$ cat config.mk
export PLATFORM = sky130hd
export DESIGN_NAME = ej32_muldiv
export DESIGN_NICKNAME = d
export VERILOG_FILES = /design/src/rtl/ej32_pkg.sv /design/src/rtl/ej32_div_step.sv /design/src/rtl/ej32_muldiv.sv
export SDC_FILE = /design/constraint.sdc
export NUM_CORES = 1
export LEC_CHECK = 0
export CORE_UTILIZATION = 30
export CTS_CLUSTER_DIAMETER = 120
export DETAILED_ROUTE_END_ITERATION = 16
export PLACE_DENSITY = 0.45
export RECOVER_POWER = 25
export REMOVE_ABC_BUFFERS = 1
export SYNTH_ARGS = -nofsm -noshare
export SYNTH_HDL_FRONTEND = slang
export SYNTH_HIERARCHICAL = 1
export SYNTH_SLANG_ARGS = --single-unit
$ cat constraint.sdc
create_clock -name clk -period 4.8 [get_ports clk]
set_clock_uncertainty 0.2 [all_clocks]
set_input_delay 0.48 -clock clk [delete_from_list [all_inputs] [get_ports clk]]
set_output_delay 0.48 -clock clk [all_outputs]
set_load 0.03 [all_outputs]
$ cat src/rtl/ej32_pkg.sv
// Shared eJ32 definitions: data width macro, JVM opcode enum and the
// multiply/divide sequencer state enum.
`ifndef DU
`define DU 32
`endif

package ej32_pkg;

  // JVM opcodes seen by the ALU path
  typedef enum logic [7:0] {
    nop   = 8'h00,
    iadd  = 8'h60,
    isub  = 8'h64,
    imul  = 8'h68,
    idiv  = 8'h6c,
    irem  = 8'h70,
    ineg  = 8'h74,
    ishl  = 8'h78,
    ishr  = 8'h7a,
    iushr = 8'h7c,
    iand  = 8'h7e,
    ior   = 8'h80,
    ixor  = 8'h82
  } opcode_t;

  typedef enum logic [2:0] {
    IDLE = 3'd0,
    PREP = 3'd1,
    ITER = 3'd2,
    FIX  = 3'd3,
    DONE = 3'd4
  } md_state_t;

  localparam int MD_ITER = 32;

  // Two's-complement negate when s is set; |0x80000000| stays 0x80000000.
  function automatic logic [`DU-1:0] neg_if(input logic s, input logic [`DU-1:0] v);
    return s ? -v : v;
  endfunction

endpackage

$ cat src/rtl/ej32_div_step.sv
// One restoring-divide step: shift {rem, quo} left, subtract divisor when it
// fits and record the quotient bit.
module ej32_div_step
  import ej32_pkg::*;
#(
  parameter int DW = `DU
) (
  input  logic [DW-1:0] rem,
  input  logic [DW-1:0] quo,
  input  logic [DW-1:0] divisor,
  output logic [DW-1:0] rem_nxt,
  output logic [DW-1:0] quo_nxt
);

  logic [DW:0]   sh;
  logic [DW-1:0] diff;

  // NOTE: every output gets a default before the conditional update, so the
  // block stays purely combinational and no latch is inferred.
  always_comb begin
    sh      = {rem, quo[DW-1]};
    diff    = sh[DW-1:0] - divisor;
    rem_nxt = sh[DW-1:0];
    quo_nxt = {quo[DW-2:0], 1'b0};
    if (sh >= {1'b0, divisor}) begin
      rem_nxt    = diff;
      quo_nxt[0] = 1'b1;
    end
  end

endmodule

$ cat src/rtl/ej32_muldiv.sv
// Iterative imul/idiv/irem sequencer: fixed 35-cycle latency from accept to
// done, JVM truncating-division semantics, early exit on divide by zero.
module ej32_muldiv
  import ej32_pkg::*;
#(
  parameter int DW = `DU
) (
  input  logic          clk,
  input  logic          rst,
  input  logic          start,
  input  opcode_t       op,
  input  logic [DW-1:0] nos,
  input  logic [DW-1:0] tos,
  output logic          busy,
  output logic          done,
  output logic [DW-1:0] result,
  output logic          div_zero
);

  md_state_t     st;
  logic [4:0]    cnt;
  opcode_t       op_r;
  logic [DW-1:0] a;       // multiplicand, or dividend shifting into quotient
  logic [DW-1:0] b;       // multiplier, or divisor magnitude
  logic [DW-1:0] acc;     // product accumulator, or partial remainder
  logic          sign_q;
  logic          sign_r;
  logic          op_ok;
  logic [DW-1:0] rem_nxt;
  logic [DW-1:0] quo_nxt;

  assign op_ok = (op == imul) || (op == idiv) || (op == irem);

  ej32_div_step #(.DW(DW)) u_step (
    .rem     (acc),
    .quo     (a),
    .divisor (b),
    .rem_nxt (rem_nxt),
    .quo_nxt (quo_nxt)
  );

  // NOTE: sequential state uses non-blocking assignments only, so every
  // register samples the pre-edge value of every other register.
  // Datapath registers are left out of reset: they are always reloaded on
  // accept before being read.
  always_ff @(posedge clk) begin
    if (rst) begin
      st       <= IDLE;
      cnt      <= '0;
      busy     <= 1'b0;
      done     <= 1'b0;
      result   <= '0;
      div_zero <= 1'b0;
    end else begin
      done <= 1'b0;
      unique case (st)
        IDLE: begin
          if (start && op_ok) begin
            op_r     <= op;
            a        <= nos;
            b        <= tos;
            result   <= '0;
            div_zero <= 1'b0;
            busy     <= 1'b1;
            st       <= PREP;
          end
        end
        PREP: begin
          acc <= '0;
          cnt <= '0;
          if (op_r == imul) begin
            st <= ITER;
          end else begin
            sign_q <= a[DW-1] ^ b[DW-1];
            sign_r <= a[DW-1];
            a      <= neg_if(a[DW-1], a);
            b      <= neg_if(b[DW-1], b);
            if (b == '0) begin
              div_zero <= 1'b1;
              done     <= 1'b1;
              st       <= DONE;
            end else begin
              st <= ITER;
            end
          end
        end
        ITER: begin
          if (op_r == imul) begin
            if (b[0]) acc <= acc + a;
            a <= a << 1;
            b <= b >> 1;
          end else begin
            acc <= rem_nxt;
            a   <= quo_nxt;
          end
          cnt <= cnt + 5'd1;
          if (cnt == 5'(MD_ITER - 1)) st <= FIX;
        end
        FIX: begin
          case (op_r)
            idiv:    result <= neg_if(sign_q, a);
            irem:    result <= neg_if(sign_r, acc);
            default: result <= acc;
          endcase
          done <= 1'b1;
          st   <= DONE;
        end
        DONE: begin
          busy <= 1'b0;
          st   <= IDLE;
        end
      endcase
    end
  end

endmodule

* Word level (Yosys, flattened, before mapping)
Cells that the tools add are included.
** Word-level totals
- Register bits :: 149
- Latch bits :: 0
- Memory bits (writable) :: 0
- ROM bits :: 0
- Bits of input ports :: 75
- Output and inout port bits :: 35
- Word-level logic and storage cells :: 99
- Memories :: 0
** Operators by class
- Add/sub/neg operators :: 6
- Multiply operators :: 0
- Div/mod/pow operators :: 0
- $lt $le $gt $ge :: 1
- Equal/unequal tests :: 19
- Shifts and indexed selects :: 0
- Muxes and demuxes :: 35
- Bitwise operators :: 3
- Reduce and logical (&&, ||, !) cells :: 21
** Operator list (count)
- 32-bit two-way mux :: 13
- 32-bit one-hot mux with 2 select lines :: 3
- 32-bit one-hot mux with 3 select lines :: 2
- 32-bit negation :: 3
- 8-bit by 7-bit equality test with 1-bit output, second input constant :: 6
- 33-bit by 32-bit >= comparator with 1-bit output :: 1
- 32-bit adder :: 1
- 32-bit logical NOT :: 1
- 32-bit subtractor :: 1
- 3-bit one-hot mux with 5 select lines :: 1
- 2-bit != test, second input constant :: 7
- 3-bit two-way mux :: 4
- 5-bit one-hot mux with 2 select lines :: 1
- 5-bit AND reduction :: 2
- 3-bit AND reduction :: 3
- 1-bit two-way mux :: 8
- 4-bit AND reduction :: 2
- 2-bit nonzero test :: 4
- 3-bit by 2-bit equality test with 1-bit output, second input constant :: 2
- 1-bit one-hot mux with 2 select lines :: 3
- 2-bit AND reduction :: 3
- 6-bit AND reduction :: 1
- 5-bit by 1-bit adder with 5-bit output, second input constant :: 1
- 5-bit equality test, second input constant :: 1
- 9 further kinds :: 11

* Depth between registers and ports, before layout
Gate-level depths: netlist of the first run.
- Depth in word-level cells :: 6
- Gate-level depth with buffers :: 13
- Mapped depth without buffers :: 13

* Hierarchy
Netlist of the first run, hierarchy kept.
** Modules (own cells, without submodules)
- ej32_muldiv :: times used 1, cells an instance 1311, area an instance 10979.3 um^2, sequential area each 4043.9 um^2
- ej32_div_step :: times used 1, cells an instance 351, area an instance 2478.6 um^2, sequential area each 0.0 um^2

* Worst setup path before layout of the first run
OpenSTA, ideal clock, no wires.
- Kind :: register -> register
- Start point :: reg op_r[1]
- End point :: reg b[0], enable pin
- Setup time :: 0.471 ns
- Data arrival time :: 4.252 ns
- Required time :: 4.129 ns
- Path slack :: -0.123 ns
- Stages on the path, launching flop included :: 8
- Buffers on the path :: 3
- Clock period less this slack :: 4.923 ns
- Cell sequence :: edfxtp_1 > nor4b_1 > nand2_1 > or3_1 > clkbuf_1 > clkbuf_1 > clkbuf_1 > a221oi_1
** Between the ends
- Longest elaborated chain between the ends :: 3
- Elaborated cells between the ends (all ways) :: 4
- Those cells by class :: eq/ne (3); reduce/logical (1)
** Ends and longest elaborated chain
- from (decl) :: line ej32_muldiv.sv:22 : opcode_t op_r;
- from (signal assigned) :: line ej32_muldiv.sv:59 : op_r <= op;
- 8-bit by 7-bit equality test with 1-bit output (*) :: line ej32_muldiv.sv:71, ej32_muldiv.sv:88
- 2-bit != test (no source line)
- 6-bit AND reduction (no source line) (*)
- to (signal assigned) :: line ej32_muldiv.sv:61 : b <= tos;
- to (signal assigned) :: line ej32_muldiv.sv:77 : b <= neg_if(b[DW-1], b);
- to (signal assigned) :: line ej32_muldiv.sv:91 : b <= b >> 1;
- to (decl) :: line ej32_muldiv.sv:24 : logic [DW-1:0] b;
Every way passes the cells marked *; elsewhere a longest branch is shown, timed or not.
A chain may end at the register's enable or synchronous reset.

* Final worst setup path of the first run
- Start point :: reg acc[6]
- End point :: reg acc[15] (data pin)
** Between the ends
- Longest elaborated chain between the ends :: 4
- Elaborated cells between the ends (all ways) :: 7
- Those cells by class :: add/sub (2); order compare (1); mux (4)
** Ends and longest elaborated chain
- from (decl) :: line ej32_muldiv.sv:25 : logic [DW-1:0] acc;
- from (signal assigned) :: line ej32_muldiv.sv:89 : if (b[0]) acc <= acc + a;
- from (signal assigned) :: line ej32_muldiv.sv:93 : acc <= rem_nxt;
- 32-bit subtractor or 33-bit by 32-bit >= comparator with 1-bit output (tied branches) :: line ej32_div_step.sv:22, ej32_div_step.sv:25
- 32-bit two-way mux (*) :: line ej32_div_step.sv:25 : if (sh >= {1'b0, divisor}) begin
- named net rem_nxt[15] :: line ej32_muldiv.sv:29 : logic [DW-1:0] rem_nxt;
- 32-bit two-way mux (*) :: line ej32_muldiv.sv:88 : if (op_r == imul) begin
- 32-bit one-hot mux with 2 select lines (*) :: line ej32_muldiv.sv:56 : unique case (st)
The timed path passes the listed nets; every way through them passes the cells marked *. The select of a mux whose other input is x is not followed.

==> results.md, run 1 <==
* Die Ht at 214 um
* Async S/R FF share, synth at 0%
* Final period util at 86.2%
* Router iterations before antenna repair at 5
* Synthesized cell area at 13500 um2
* Post CTS Setup Buffer Count at 0
* Die W at between 200 and 250 um
* Met2 WL at roughly 20000 um
* Design area at 15600 um2
* Cell variety after synth at 91
* Post-synthesis sequential area ratio at 30.0%
* Critical path peak fanout at 23
* Worst Hold Launch: div_zero
* Startpoint Class: flop
* Critical path type: reg -> reg
* Synth top cells by count: nand2_1 (219), a21oi_1 (182), nor2_1 (116)
* Area grow syn2layout at 16.2%
* Crit. End Element: flop
* Antenna cells at 0
* Mean Syn Cell Area at 8.10 um2
* Maximum VDD drop at around 0.00014 V
* Top Layer Used: met5
* Residual DRC count at 0
* DR WL/cell at slightly below 20 um
* Worst path required time at 4.80 ns
* Final core occ at 35.4%
* Initial Util at 30.4%
* Fmax at approximately 240 MHz
* Post-synth EDFFs at 106
* Via count at 12600
* Pleak at 5.93 nW
* Final setup fails at 0
* Total track usage at a little over 20%
* CTS Root Cell: clkbuf_16
* CTS tree: built
* Relative slew slack at 15.8%
* Least-Margin Pin Slew at about 1.3 ns
* Max-cap check violation count at 0
* CTS clk-pin slew, worst paths at roughly 0.06 ns
* Resize count post-CTS at 0
* Share of layout cells above drive strength 1 at 6.97%
* CTS Buf Count at 17
* Synth top area cells: edfxtp_1 (24%), a21oi_1 (6.8%), ha_1 (6.4%)
* Status: finished, final reports clean
* Vias in the first global route at roughly 12000
* CTS sink count at 149
* Hold_buf cts at 0
* Met1 Routed Length at about 23000 um
* WP data arrival at a little over 4 ns
* Port buffer count at 109
* Crit path time final at 4.14 ns
* RSZ-0062 raised after global routing: false
* H-tree levels at 4
* I/O pin cnt at 110
* Post-DP HPWL at 34400 um
* Pwr dens at 191 nW/um2
* Top cell type's share of synthesized area at a little under a quarter
* Final net count at 1854
* Most frequent cell after synthesis: nand2_1
* Post-placement cell area at 15000 um2
* Total grt overflow at 0
* Antenna violations before repair at 1
* Slew Limit Fails at 0
* Worst Hold Class: reg -> reg
* Top FF cell, synth: edfxtp_1
* First-pass GRT wire length at 71100 um
* Ys Warns at 6
* Number of core rows at 77
* Via/cell ratio at 5.45
* #FFs+latches synth at between 100 and 150
* Largest area contributor in the netlist: edfxtp_1
* Synthesized instance count at 1662
* Gpl congestion at 0.861
* DRT antenna net count at 0
* Largest net degree at the start of global routing at 54
* CP startpoint: acc[6]
* Die area at 45700 um2
* Worst-case clock buffer depth at 2
* Reg-to-Reg Start: acc[6]
* Iter 0 DRT Violations at 942
* Final hold violations at 0
* FILL cells at around 4600
* Final WL at approximately 45000 um
* DR WL met3 at 1810 um
* Core area at 44200 um2
* Latest clock arrival within the worst-skew pair at 0.46 ns
through the flow:
step                      hold WS (ns)  setup WS, ns  power (W)  instances  setup TNS [ns]
final                            0.248         0.664    0.00299       2313               0
after detailed placement         0.250         0.669    0.00156       2281               0
after CTS                        0.257         0.650    0.00304       2313               0
after global placement           0.245         0.701    0.00156       2281               0
after global routing             0.276         0.439    0.00309       2313               0
after floorplan                  0.260         -4.39    0.00147       1541         -309.38
cells by family after synthesis:
family	Yosys count	synth area share, %
DFF	149	30.0
buffers and inverters	184	6.28
adders and majority gates	71	6.71
and+or+nand+nor	563	20.4
muxes	36	2.91
AOI/OAI and AO/OA	525	24.9
xor gates and xnor gates	134	8.78
layout by cell type (no fill, tap or decap), types with 16 or more instances in the layout:
cell and n:
o21a_1 16, edfxtp_1 106, a21oi_1 181, clkdlybuf4s50_1 66, dfxtp_1 43, nand2b_1 17
dlygate4sd3_1 43, nor2_1 115, a21o_1 26, o211ai_1 17, nand2_1 219, xnor2_1 72
a22oi_1 33, clkbuf_16 17, inv_1 62, xor2_1 61, buf_4 34, o21ai_0 102
mux2_2 23, nor3_1 33, ha_1 69, nand3_1 39, or3_1 21
report_power, final:
part | switching, W | internal [W]
Combinational | 0.0000608 | 0.0000873
Sequential | 0.00000562 | 0.00137
Clock | 0.000569 | 0.000894
path summary, 6_finish.rpt:
kind	endpoint	slack, ns	cells after the start
max	acc[15]	0.66	11
min	div_zero	0.25	2
max reg2reg	acc[15]	0.66	11
min reg2reg	div_zero	0.25	2
critical path, cell delays in order, from the launching register on:
cell and delay (ns):
edfxtp_1 0.54, ha_1 0.46, nand4_1 0.21, o21bai_1 0.24
a2111o_1 0.46, a311o_1 0.39, a21o_1 0.24, a31oi_4 0.36
buf_12 0.23, mux2_2 0.36, nand3_1 0.07, o211ai_1 0.11
flip-flops by register name, summed over array words and instances, names as in the netlist:
name and count:
a 32, acc 32, b 32, result 32
op_r 8, cnt 5, st 3, busy 1
div_zero 1, done 1, sign_q 1, sign_r 1
metal layers:
layer	vias to the layer above	GRT usage, %
met5	-	0
li1	6205	-
met1	6023	28.4
met2	326	32.0
met3	50	2.75
met4	2	7.14
final cells by class:
class                           instances  area [um2]  area share (%)
Sequential cell                       149        4040            25.9
Multi-Input combinational cell       1329        8620            55.1
Inverter                               63         239            1.53
Timing Repair Buffer                  148        1380            8.84
Clock inverter                          9         150           0.960
Clock buffer                           23         468            2.99
Tap cell                              592         741            4.74
(Power assumes the default switching activity.)
==> inputs of run 2 (changes only) <==
--- a/config.mk
+++ b/config.mk
@@ -5,12 +5,14 @@
 export SDC_FILE = /design/constraint.sdc
 export NUM_CORES = 1
 export LEC_CHECK = 0
+export CORE_ASPECT_RATIO = 0.75
 export CORE_UTILIZATION = 30
 export CTS_CLUSTER_DIAMETER = 120
 export DETAILED_ROUTE_END_ITERATION = 16
 export PLACE_DENSITY = 0.45
 export RECOVER_POWER = 25
 export REMOVE_ABC_BUFFERS = 1
+export SLEW_MARGIN = 15
 export SYNTH_ARGS = -nofsm -noshare
 export SYNTH_HDL_FRONTEND = slang
 export SYNTH_HIERARCHICAL = 1
==> run 2 against run 1 <==
The run now ends with capacitance limit, slew limit left. Via count barely moved. Worst setup slack worse by 0.15 ns. Non-clock buffer count decreased by 7. Worst hold slack improved by 0.0046 ns. Sequential cell count is the same. Sequential power about the same. Design area fell by 0.87%. Critical path depth did not move. Fmax shrank 3.4%. Sequential share of layout area up 0.23 points. Largest cell class unchanged. Core utilization is 0.055 points higher. Clock power fell by 8%.
==> results.md, run 2 (synthesis gave the netlist of run 1 again) <==
* FILL cells at 4621 (+0.22%)
* Iter 0 DRT Violations at 1010 (+7.2%)
* First-pass GRT wire length at 70800 um (-0.49%)
* DRT antenna net count at 0 (unchanged)
* Final hold violations at 0 (unchanged)
* Vias in the first global route at 12100 (-0.78%)
* Area grow syn2layout at 15.2%
* Via count at 12600 (-0.079%)
* Final net count at 1847 (-0.38%)
* Worst path required time at 4.76 ns (-0.04 ns)
* Largest net degree at the start of global routing at 46 (-15%)
* RSZ-0062 raised after global routing: false
* Slew Limit Fails at 74 (+74)
* Final setup fails at 0 (unchanged)
* Fmax at 233 MHz (-3.4%)
* DR WL/cell at 19.6 um (-0.24%)
* CTS clk-pin slew, worst paths at 0.07 ns (about the same)
* Relative slew slack at -48.9% (-65 points)
* Post-DP HPWL at 35000 um (+1.5%)
* WP buf/inv at 1 (unchanged)
* Cell chain of the critical path: ha_1 > nand4_1 > o21bai_1 > a2111o_1 > a311o_1 > a21o_1 > a31oi_4 > buf_12 > mux2_2 > nor2_1 > a211oi_1
* Final period util at 89.3% (+3.1 points)
* Total grt overflow at 0 (unchanged)
* Slowest stage delay, CP at 0.54 ns (about the same)
* CP max stage cell: edfxtp_1
* Worst setup margin at 0.516 ns (-0.148 ns)
* Die W at 247 um (+15%)
* Gpl congestion at 0.853 (-0.99%)
* Resize count post-CTS at 0 (unchanged)
* Via/cell ratio at 5.49 (+0.79%)
* Placement Setup Slack at 0.612 ns (-0.0567 ns)
* Startpoint Class: flop
* DR WL met3 at 2080 um (+15%)
* H-tree levels at 4 (unchanged)
* Antenna violations before repair at 1 (unchanged)
* WP data arrival at 4.24 ns (+0.11 ns)
* Most common cell after layout, fill and taps aside: nand2_1
* Critical path peak fanout at 16 (-30%)
* CTS Buf Count at 17 (unchanged)
* Least-Margin Pin Slew at 2.23 ns (+0.970 ns)
* Residual DRC count at 0 (unchanged)
* R2r setup slk at 0.52 ns (-0.15 ns)
* Max-cap check violation count at 2 (+2)
* Share of layout cells above drive strength 1 at 6.65% (-0.32 points)
* Hold slack at 0.252 ns (+0.00458 ns)
* Final WL at 45000 um (-1.1%)
* Post CTS Setup Buffer Count at 0 (unchanged)
* Pleak at 5.85 nW (-1.4%)
* Port buffer count at 109 (unchanged)
* Total track usage at 20.0% (-0.34 points)
* Met2 WL at 19600 um (-2.4%)
* Die Ht at 185 um (-13%)
* Crit path time final at 4.28 ns (+0.148 ns)
* Failing checks: capacitance limit, slew limit
* Setup_tns at 0 ns (unchanged)
* R2R Path End: acc[10]
* Reg-to-Reg Start: acc[4]
* Worst Hold Launch: div_zero
* Hold Path Cell Cnt at 2 (unchanged)
* Crit. End Element: flop
* Critical path type: reg -> reg
* Top delay family on crit path: compound AO/OA/AOI/OAI gates
* I/O pin cnt at 110 (unchanged)
* Initial Util at 30.7% (+0.32 points)
* Status: complete, but fails checks
* CTS sink count at 149 (unchanged)
* Hold_buf cts at 0 (unchanged)
* CTS Root Cell: clkbuf_16
* CTS tree: built
* Core area at 43800 um2 (-1.0%)
* Highest-count cells in the layout ignoring fill and taps: nand2_1 (219), a21oi_1 (181), nor2_1 (115)
* Maximum VDD drop at 0.000241 V (+76%)
* Die area at 45700 um2 (about the same)
* Met1 Routed Length at 22900 um (+1.9%)
* Worst Hold Class: reg -> reg
* Hold Crit Endpoint: div_zero
* Router iterations before antenna repair at 5 (unchanged)
* Latest clock arrival within the worst-skew pair at 0.45 ns (about the same)
* R2r worst-path depth at 11 (unchanged)
* Worst-case clock buffer depth at 2 (unchanged)
* Top Layer Used: met4
* Pwr dens at 185 nW/um2 (-3.2%)
* Number of core rows at 66 (-14%)
run 2: area by class of cell:
class | count | area [um2] | area share (%)
Antenna cell | 1 | 2.50 | 0.0161
Sequential cell | 149 | 4040 | 26.1
Clock buffer | 18 | 429 | 2.77
Timing Repair Buffer | 141 | 1330 | 8.55
Tap cell | 578 | 723 | 4.66
Multi-Input combinational cell | 1329 | 8610 | 55.5
Clock inverter | 14 | 130 | 0.839
Inverter | 63 | 239 | 1.54
run 2: per-layer routing:
| layer | GRT usage [%] | vias up |
|---|---|---|
| met5 | 0 | - |
| met4 | 3.75 | 0 |
| met3 | 3.78 | 21 |
| met2 | 30.2 | 217 |
| met1 | 29.4 | 6173 |
| li1 | - | 6185 |
run 2: worst min-delay path, cell delays in order (launching register included):
cell	delay, ns
dfxtp_1	0.31
nand2_1	0.05
a21oi_1	0.05
run 2: how the worst max path moves through the flow:
stage | startpoint | to | slack [ns] | depth (start not counted)
floorplan | st[1] | acc[0] | -4.39 | 3
global placement | acc[6] | acc[10] | 0.68 | 11
detailed placement | acc[4] | acc[10] | 0.61 | 11
CTS | acc[4] | acc[10] | 0.58 | 11
global route | acc[6] | acc[10] | 0.33 | 11
finish | acc[4] | acc[10] | 0.52 | 11
run 2: power by group:
part           switching (W)  internal (W)  total [W]  leakage (nW)
combinational      0.0000607     0.0000876   0.000148          4.29
sequential        0.00000555       0.00137    0.00138          1.31
clock               0.000625      0.000718    0.00134         0.259
run 2: metrics by stage:
stage               instance area, um2  instances  util (%)  total power (W)
detailed placement               15000       2260      34.2          0.00156
CTS                              15500       2292      35.5          0.00290
global placement                 15000       2260      34.2          0.00156
global route                     15500       2292      35.4          0.00296
floorplan                        12900       1541         -          0.00147
finish                           15500       2293      35.4          0.00287
